===== config.mk =====
export PLATFORM = sky130hd
export DESIGN_NAME = fixed_sqrt_param_flat
export DESIGN_NICKNAME = d
export VERILOG_FILES = /design/src/rtl/fixed_sqrt_if.sv /design/src/rtl/fixed_sqrt_param.sv /design/src/flat_wrapper.sv
export SDC_FILE = /design/constraint.sdc
export NUM_CORES = 1
export LEC_CHECK = 0
export CORE_AREA = 4 4 88 90
export DETAILED_ROUTE_END_ITERATION = 8
export DIE_AREA = 0 0 92 94
export PLACE_DENSITY = 0.79
export SETUP_SLACK_MARGIN = 0.15
export SYNTH_ARGS = -nofsm -noshare
export SYNTH_HDL_FRONTEND = slang
export SYNTH_SLANG_ARGS = --single-unit
export TNS_END_PERCENT = 5

===== constraint.sdc =====
create_clock -name clk -period 6.6 [get_ports clk]
set_input_delay 0.99 -clock clk [delete_from_list [all_inputs] [get_ports clk]]
set_output_delay 0.99 -clock clk [all_outputs]
set_load 0.01 [all_outputs]

===== src/rtl/fixed_sqrt_if.sv =====
`timescale 1ns/1ps
`default_nettype none
// ============================================================================
// Module   : fixed_sqrt_if
// Brief    : Handshake bundle for fixed_sqrt_param (input side, result side).
// Revision : 1.0 - initial release
// ============================================================================
interface fixed_sqrt_if #(
    parameter int W = 16
);
    logic         in_valid;
    logic         in_ready;
    logic [W-1:0] x_in;
    logic         round_in;
    logic         out_valid;
    logic         out_ready;
    logic [W-1:0] sqrt_out;
    logic         exact;
    logic         busy;

    modport master (
        output in_valid, x_in, round_in, out_ready,
        input  in_ready, out_valid, sqrt_out, exact, busy
    );

    modport slave (
        input  in_valid, x_in, round_in, out_ready,
        output in_ready, out_valid, sqrt_out, exact, busy
    );
endinterface
`default_nettype wire


===== src/rtl/fixed_sqrt_param.sv =====
`timescale 1ns/1ps
`default_nettype none
// ============================================================================
// Module   : fixed_sqrt_param
// Brief    : Unsigned fixed-point square root, restoring, one root bit/cycle.
// Revision : 1.0 - initial release
// ============================================================================
module fixed_sqrt_param #(
    parameter int W    = 16,
    parameter int FRAC = 8
) (
    input  wire logic    clk,
    input  wire logic    rst,
    fixed_sqrt_if.slave  bus
);
    localparam int N     = (W + FRAC + 1) / 2;
    localparam int RAD_W = 2 * N;
    localparam int REM_W = N + 1;
    localparam int T_W   = N + 3;
    localparam int CNT_W = (N > 1) ? $clog2(N) : 1;
    localparam logic [W:0] C_MAX = {1'b0, {W{1'b1}}};

    typedef enum logic [1:0] {
        S_IDLE = 2'd0,
        S_CALC = 2'd1,
        S_DONE = 2'd2
    } state_t;

    state_t             state_q, state_d;
    logic [CNT_W-1:0]   cnt_q, cnt_d;
    logic [RAD_W-1:0]   rad_q, rad_d;
    logic [N-1:0]       root_q, root_d;
    logic [REM_W-1:0]   rem_q, rem_d;
    logic               rnd_q, rnd_d;
    logic [W-1:0]       sqrt_q, sqrt_d;
    logic               exact_q, exact_d;
    logic               out_valid_q, out_valid_d;

    logic               w_in_ready;
    logic               w_accept;
    logic [T_W-1:0]     w_a;
    logic [T_W-1:0]     w_b;
    logic               w_ge;
    logic [T_W-1:0]     w_trial;
    logic [N-1:0]       w_root_nx;
    logic [REM_W-1:0]   w_rem_nx;
    logic               w_inc;
    logic [W:0]         w_sum;
    logic [W-1:0]       w_rounded;

    assign w_in_ready = (state_q == S_IDLE) && !rst;
    assign w_accept   = bus.in_valid && w_in_ready;

    // One restoring step: bring down two radicand bits, try subtracting 4*root+1.
    assign w_a       = {rem_q, rad_q[RAD_W-1 -: 2]};
    assign w_b       = {1'b0, root_q, 2'b01};
    assign w_ge      = (w_a >= w_b);
    assign w_trial   = w_ge ? (w_a - w_b) : w_a;
    assign w_root_nx = N'({root_q, w_ge});
    assign w_rem_nx  = REM_W'(w_trial);

    // rem > root means the true root lies above root + 0.5; no tie is possible.
    assign w_inc     = rnd_q && (w_rem_nx > REM_W'(w_root_nx));
    assign w_sum     = (W+1)'(w_root_nx) + (W+1)'(w_inc);
    assign w_rounded = (w_sum > C_MAX) ? C_MAX[W-1:0] : w_sum[W-1:0];

    always_comb begin
        state_d     = state_q;
        cnt_d       = cnt_q;
        rad_d       = rad_q;
        root_d      = root_q;
        rem_d       = rem_q;
        rnd_d       = rnd_q;
        sqrt_d      = sqrt_q;
        exact_d     = exact_q;
        out_valid_d = out_valid_q;
        case (state_q)
            S_IDLE: begin
                if (w_accept) begin
                    state_d = S_CALC;
                    cnt_d   = CNT_W'(N - 1);
                    rad_d   = RAD_W'(bus.x_in) << FRAC;
                    root_d  = '0;
                    rem_d   = '0;
                    rnd_d   = bus.round_in;
                end
            end
            S_CALC: begin
                rad_d  = rad_q << 2;
                root_d = w_root_nx;
                rem_d  = w_rem_nx;
                cnt_d  = cnt_q - CNT_W'(1);
                if (cnt_q == '0) begin
                    cnt_d       = '0;
                    state_d     = S_DONE;
                    sqrt_d      = w_rounded;
                    exact_d     = (w_rem_nx == '0);
                    out_valid_d = 1'b1;
                end
            end
            S_DONE: begin
                if (bus.out_ready) begin
                    state_d     = S_IDLE;
                    out_valid_d = 1'b0;
                end
            end
            default: state_d = S_IDLE;
        endcase
    end

    always_ff @(posedge clk) begin
        if (rst) begin
            state_q     <= S_IDLE;
            cnt_q       <= '0;
            rad_q       <= '0;
            root_q      <= '0;
            rem_q       <= '0;
            rnd_q       <= 1'b0;
            sqrt_q      <= '0;
            exact_q     <= 1'b0;
            out_valid_q <= 1'b0;
        end else begin
            state_q     <= state_d;
            cnt_q       <= cnt_d;
            rad_q       <= rad_d;
            root_q      <= root_d;
            rem_q       <= rem_d;
            rnd_q       <= rnd_d;
            sqrt_q      <= sqrt_d;
            exact_q     <= exact_d;
            out_valid_q <= out_valid_d;
        end
    end

    assign bus.in_ready  = w_in_ready;
    assign bus.out_valid = out_valid_q;
    assign bus.sqrt_out  = sqrt_q;
    assign bus.exact     = exact_q;
    assign bus.busy      = (state_q != S_IDLE);

endmodule
`default_nettype wire

===== src/flat_wrapper.sv =====
// flat-port wrapper written by rule: the top's interface ports become plain ports
module fixed_sqrt_param_flat 
#(
    parameter int W    = 16,
    parameter int FRAC = 8
)
  (clk, rst, bus_in_valid, bus_x_in, bus_round_in, bus_out_ready, bus_in_ready, bus_out_valid, bus_sqrt_out, bus_exact, bus_busy);
  fixed_sqrt_if #(.W(W)) bus_i ();
  input  wire logic clk;
  input  wire logic rst;
  input wire logic [$bits(bus_i.in_valid)-1:0] bus_in_valid;
  input wire logic [$bits(bus_i.x_in)-1:0] bus_x_in;
  input wire logic [$bits(bus_i.round_in)-1:0] bus_round_in;
  input wire logic [$bits(bus_i.out_ready)-1:0] bus_out_ready;
  output wire logic [$bits(bus_i.in_ready)-1:0] bus_in_ready;
  output wire logic [$bits(bus_i.out_valid)-1:0] bus_out_valid;
  output wire logic [$bits(bus_i.sqrt_out)-1:0] bus_sqrt_out;
  output wire logic [$bits(bus_i.exact)-1:0] bus_exact;
  output wire logic [$bits(bus_i.busy)-1:0] bus_busy;
  assign bus_i.in_valid = bus_in_valid;
  assign bus_i.x_in = bus_x_in;
  assign bus_i.round_in = bus_round_in;
  assign bus_i.out_ready = bus_out_ready;
  assign bus_in_ready = bus_i.in_ready;
  assign bus_out_valid = bus_i.out_valid;
  assign bus_sqrt_out = bus_i.sqrt_out;
  assign bus_exact = bus_i.exact;
  assign bus_busy = bus_i.busy;
  fixed_sqrt_param #(.W(W), .FRAC(FRAC)) u_core (.clk(clk), .rst(rst), .bus(bus_i));
endmodule

==> key figures, run 1 <==
STA
  • Slew margin rel.: a little under a third
  • Post-layout min period: roughly 5.4 ns
  • Max Clk Rate: ~180 MHz
  • Final setup fails: 0
  • Worst-margin pin slew: 1.039 ns
  • Final period util: 82.10%
  • Clk_skew: around 0.012 ns
  • Post-route setup TNS: 0 ns
  • Final hold viol count: 0
  • RSZ-0062 raised after global routing: false
  • Fin. max-slew vios: 0

Yosys
  • Yosys reg bits: 63
  • EDFF count, synth: 0
  • Share of the synthesized area in the top cell type: 33.70%
  • Cells after Synth: around 460
  • Post-Syn Area per Cell: just over 8 um^2
  • Commonest cells in the netlist: dfxtp_1, nand2_1, a21oi_1
  • Synth top area cells: dfxtp_1, ha_1, a21oi_1, nand2_1, a22oi_1
  • Synth Warn #: 0
  • Post-synthesis cell type count: a little over 60
  • Leading area contributor after synthesis: dfxtp_1
  • Top FF cell, synth: dfxtp_1
  • Seq/Total Area, Yosys: between 30% and 40%
  • Cell with the most instances after synthesis: dfxtp_1
  • Asr flop ratio synth: 0%
  • Syn Std Cell Area: between 3000 and 4000 um^2

Layout
  • Layout cells sized above 1: under 10%
  • Syn-to-layout area delta: 15.88%
  • Ant. Diodes: 0
  • NumNets Final: approximately 530
  • Fill count: 628

Place
  • IO buf count: 37
  • Final HPWL DP: 6379 um
  • RD Place Congestion: between 0.9 and 1

Setup path
  • WP data arrival: between 5 and 6 ns
  • Element type at the critical path end: flop
  • Crit-path max FO: 17
  • CP Launch Type: flop
  • Worst path required time: 6.87 ns
  • Crit path kind: reg2reg

Route
  • Final ANT Viol Nets: 0
  • DR vias/cell: between 5 and 6
  • Met3 WL: about 460 um
  • Wire per inst: 15.12 um
  • Pre-antenna DRT Iters: 5
  • Vias: approximately 3,300
  • # DRC: 0
  • Met1 wire length: roughly 4100 um
  • Met2 WL post-DR: 4151 um
  • Total wire length: between 8000 and 9000 um
  • Uppermost routed layer: met4
  • DR iter-0 viols: approximately 210

Global routing
  • Initial antenna violation count: 0
  • GRT Overall Usage: a little over a fifth
  • First-pass GRT wire length: approximately 15,000 um
  • GRT overflow: 0
  • Vias in the first global route: roughly 3,100
  • Largest net degree at the start of global routing: between 60 and 70

Die
  • Die Wd: about 92 um
  • Initial Util: a little over half
  • Die Height: ~94 um
  • Core Area: about 7000 um^2
  • # IOs: around 40
  • FP Rows: 31
  • Total Die Area: 8648 um^2

Clock tree
  • Num Clock Sinks: 63
  • Clk slew on worst S/H paths: about 0.070 ns
  • Setup bufs post-CTS: 0
  • CTS tree: yes
  • Clk_lat worst skew: ~0.35 ns
  • CTS resizes: 0
  • Htree depth: 3
  • Cts hold-fix bufs: 0
  • Clk root buf: clkbuf_8
  • Clk buf depth: 2
  • TritonCTS Buffers: 9

Outcome
  • Status: complete, no violations

Run
  • Max-cap viol count: 0

Hold path
  • HP Class: reg2reg
[final cells by class]
class	instances	area (um^2)	area share, %
repair buffers	41	395.4	9.117
multi-input cells	349	2285	52.68
well taps	99	123.9	2.856
flip-flops and latches	63	1261	29.08
clock buffers	12	155.1	3.578
clock inverters	3	42.54	0.9810
inverters	19	73.82	1.702
[worst max-delay path, stage by stage, from the launching register on]
cell and delay (ns):
dfxtp_1 0.46, inv_1 0.14, ha_1 0.41, nand3_1 0.16
nor4_2 0.07, a2111oi_2 0.58, o21a_4 0.25, inv_4 0.10
mux2i_1 0.22, ha_1 0.28, nor2b_1 0.13, o21a_1 0.16
o21a_1 0.16, o21ai_0 0.16, a21oi_1 0.09, o311ai_0 0.43
a31oi_1 0.16, ha_1 0.23, ha_1 0.21, and3_1 0.20
and3_1 0.23, nor2b_1 0.16, xnor2_1 0.11, a211oi_1 0.21
[logic make-up (layout without fill, tap and decap cells)]
logic type	count (synthesis)	after routing	synth area share, %
AOI/OAI and AO/OA	119	119	21.23
buffers and inverters	48	75	5.516
xor gates and xnor gates	20	20	4.681
other	1	3	0.1002
adders and majority gates	28	28	9.362
muxes	10	10	3.042
and+or+nand+nor	169	169	22.37
DFF	63	63	33.70
[state kept, by name, indices dropped and copies added, names as in the netlist]
register              flops
u_core.rad_q             16
u_core.bus.out_valid      1
u_core.bus.exact          1
u_core.rem_q             13
u_core.root_q            12
u_core.bus.sqrt_out      13
u_core.rnd_q              1
u_core.cnt_q              4
u_core.state_q            2
[layout by cell type (no fill, tap or decap), types with 3 or more instances in the layout]
master            n
xor2_1            6
o41ai_1           3
nand2b_1          3
a22oi_1          22
and3_1            5
clkbuf_8         11
nor2b_1           4
mux2_2            3
nand2_1          50
nor2_1           43
a21oi_1          45
or3_1             3
nor3_1            6
mux2_1            4
ha_1             28
nor4_1            6
or4_1             3
inv_1            18
xnor2_1          14
o21ai_0          10
clkdlybuf4s50_1  36
dfxtp_1          63
nand3_1          30
a2111oi_0         3
conb_1            3
a211oi_1         10
buf_4             4
a21o_1            5
nand3b_1          3
[through the flow]
stage	setup WS, ns	util (%)	hold slack [ns]	area [um^2]	instances
floorplan	1.627	-	0.4360	3750	460
global placement	1.577	58.63	0.4398	4139	571
detailed placement	1.330	58.63	0.4488	4139	571
CTS	1.266	61.43	0.4592	4337	586
global route	0.9486	61.43	0.4822	4337	586
finish	1.181	61.43	0.4563	4337	586
[final timing paths]
check                        start                      end  slack (ns)  cells after the start
setup / recovery  u_core.root_q[4]  u_core.bus.sqrt_out[10]        1.18                     23
hold / removal    u_core.rad_q[17]         u_core.rad_q[17]        0.46                      2
setup reg to reg  u_core.root_q[4]  u_core.bus.sqrt_out[10]        1.18                     23
hold reg to reg   u_core.rad_q[17]         u_core.rad_q[17]        0.46                      2
[layer usage]
layer	track usage, %	vias to the layer above
li1	-	1686
met5	0	-
met2	34.55	89
met4	8.292	0
met1	27.02	1553
met3	5.769	16
Power of run 1 is not shown: default switching activity piles up to over one toggle a cycle in this logic, so the estimate is an artifact.
==> run 2: changes to the inputs <==
Clock period 6.6 ns to 5.27 ns, I/O delays scaled along.
==> run 2 against run 1 <==
  * Cell count is 0.51% higher
  * Via count is 4.2% higher
  * Die area did not move
  * Flip-flop and latch count did not move
  * Sequential share of layout area shrank 0.73 points
  * Highest routed layer unchanged
==> key figures, run 2 (same netlist as run 1, synthesis figures left out) <==
Setup path
  • WP data arrival: 5.14 ns
  • Crit-path max FO: 17
  • Reg-to-reg startpoint: u_core.root_q[7]
  • CP Launch Type: flop
  • Worst path required time: 5.53 ns
  • Worst flop-to-flop path endpoint: u_core.bus.sqrt_out[10]
  • Reg2Reg Depth: 23
  • Crit path kind: reg2reg
  • Element type at the critical path end: flop
  • Flop2flop setup slack: around 0.39 ns

Clock tree
  • Clk root buf: clkbuf_8
  • Htree depth: 3
  • Cts hold-fix bufs: 0
  • Num Clock Sinks: 63
  • TritonCTS Buffers: 9
  • Clk slew on worst S/H paths: approximately 0.070 ns
  • CTS tree: yes
  • Clk buf depth: 2
  • Clk_lat worst skew: between 0.3 and 0.4 ns

Global routing
  • GRT overflow: 0
  • Vias in the first global route: 3,158
  • Initial antenna violation count: 0
  • GRT Overall Usage: approximately a fifth
  • First-pass GRT wire length: roughly 15,000 um
  • Largest net degree at the start of global routing: 65

STA
  • Final hold viol count: 0
  • Final period util: between 90 and 100%
  • Post-layout min period: approximately 5 ns
  • Clk_skew: 0.006320 ns
  • Worst-margin pin slew: between 1 and 1.5 ns
  • RSZ-0062 raised after global routing: false
  • Final setup fails: 0
  • Setup WS post-layout: between 0.3 and 0.4 ns
  • Slew margin rel.: 31.90%
  • Post-route setup TNS: 0 ns
  • Max Clk Rate: between 200 and 250 MHz
  • Fin. max-slew vios: 0

Route
  • DR iter-0 viols: between 200 and 250
  • Final ANT Viol Nets: 0
  • Pre-antenna DRT Iters: 7
  • Total wire length: 9689 um
  • Wire per inst: ~16 um
  • DR vias/cell: between 5 and 6
  • Vias: between 3,000 and 4,000
  • # DRC: 0

Layout
  • Most frequent cells in the layout: dfxtp_1, nand2_1, a21oi_1
  • NumNets Final: about 540
  • Reg with most FFs: u_core.rad_q
  • Layout cells sized above 1: 12.45%
  • Finished Layout Cells: 589
  • Post-layout util: 63.33%
  • Ant. Diodes: 0
  • Max reg flops: 16
  • Most common cell after layout, fill and taps aside: dfxtp_1
  • Syn-to-layout area delta: 19.46%

Run
  • Max-cap viol count: 0

Outcome
  • Status: complete, no violations

Die
  • Core Area: 7059 um^2
  • Die Wd: roughly 92 um
  • Total Die Area: roughly 8600 um^2
  • Die Height: roughly 94 um
  • # IOs: 41
  • Initial Util: between 50 and 60%
  • FP Rows: 31

Place
  • Pre-CTS WS: around 0.17 ns
  • Final HPWL DP: approximately 6700 um
  • IO buf count: 37
  • Placed insts: between 500 and 600
  • RD Place Congestion: 0.8902

Hold path
  • Hold path endpoint: u_core.rad_q[14]
  • HP Class: reg2reg
  • Min-Delay Startpoint: u_core.rad_q[14]
  • Hold Crit Depth: 2
==> run 2: cell types whose count changed in the layout (fill, tap and decap cells not counted), sizes merged <==
| cell | before | now |
|---|---|---|
| bufinv | 1 | 0 |
| clkinv | 1 | 3 |
| clkbuf | 12 | 11 |
| buf | 5 | 8 |
==> run 2: what timing repair did <==
item,CTS,global route
resized for setup,1,29
pin swaps,0,2
buffers inserted,0,1
setup endpoints to repair,1,7
==> run 2: worst max-delay path by stage <==
stage	slack [ns]	endpoint	from	cells after the start
after detailed placement	0.17	u_core.bus.sqrt_out[10]	u_core.root_q[6]	23
final	0.39	u_core.bus.sqrt_out[10]	u_core.root_q[7]	23
after global placement	0.31	u_core.bus.sqrt_out[10]	u_core.root_q[6]	23
after floorplan	0.30	u_core.bus.sqrt_out[10]	u_core.root_q[4]	26
after global routing	0.11	u_core.bus.sqrt_out[10]	u_core.root_q[7]	23
after CTS	0.19	u_core.bus.sqrt_out[10]	u_core.root_q[1]	23
==> run 2: final cells by class <==
cell class / instances / area [um^2]
clock buffer: 11 / 141.4
clock inverter: 4 / 22.52
fill: 618 / 2589
inverter: 19 / 78.83
multi-input combinational: 349 / 2419
sequential: 63 / 1267
tap: 99 / 123.9
timing repair buffer: 44 / 417.9
==> run 2: per-layer routing <==
layer  vias up  global-route usage, %  part of all wire, %
li1       1695                      -                    -
met1      1627                  26.84                   43
met2       138                  35.52                   48
met3        23                  5.369                  6.4
met4         0                  7.550                  2.5
met5         -                      0                    0
==> run 2: worst max-delay path: stages (launching register included) <==
cell	delay, ns
dfxtp_1	0.37
inv_1	0.12
ha_2	0.41
nand3_1	0.12
a21boi_2	0.26
a211oi_4	0.09
o21a_4	0.24
inv_8	0.13
mux2i_2	0.25
ha_1	0.27
nor2b_1	0.13
o21a_1	0.16
o21a_1	0.16
o21ai_0	0.15
a21oi_1	0.09
o311ai_0	0.33
a31oi_1	0.14
ha_1	0.22
ha_1	0.20
and3_1	0.20
and3_1	0.23
nor2b_1	0.15
xnor2_1	0.11
a211oi_1	0.23
==> run 2: per-stage QoR <==
| stage | cell area [um^2] | hold WS (ns) |
|---|---|---|
| 2_1_floorplan | 3750 | 0.4360 |
| 3_3_place_gp | 4161 | 0.4379 |
| 3_5_place_dp | 4161 | 0.4479 |
| 4_1_cts | 4325 | 0.4575 |
| 5_1_grt | 4471 | 0.4663 |
| 6_report | 4471 | 0.4540 |
Power of run 2 is left out for the same reason.
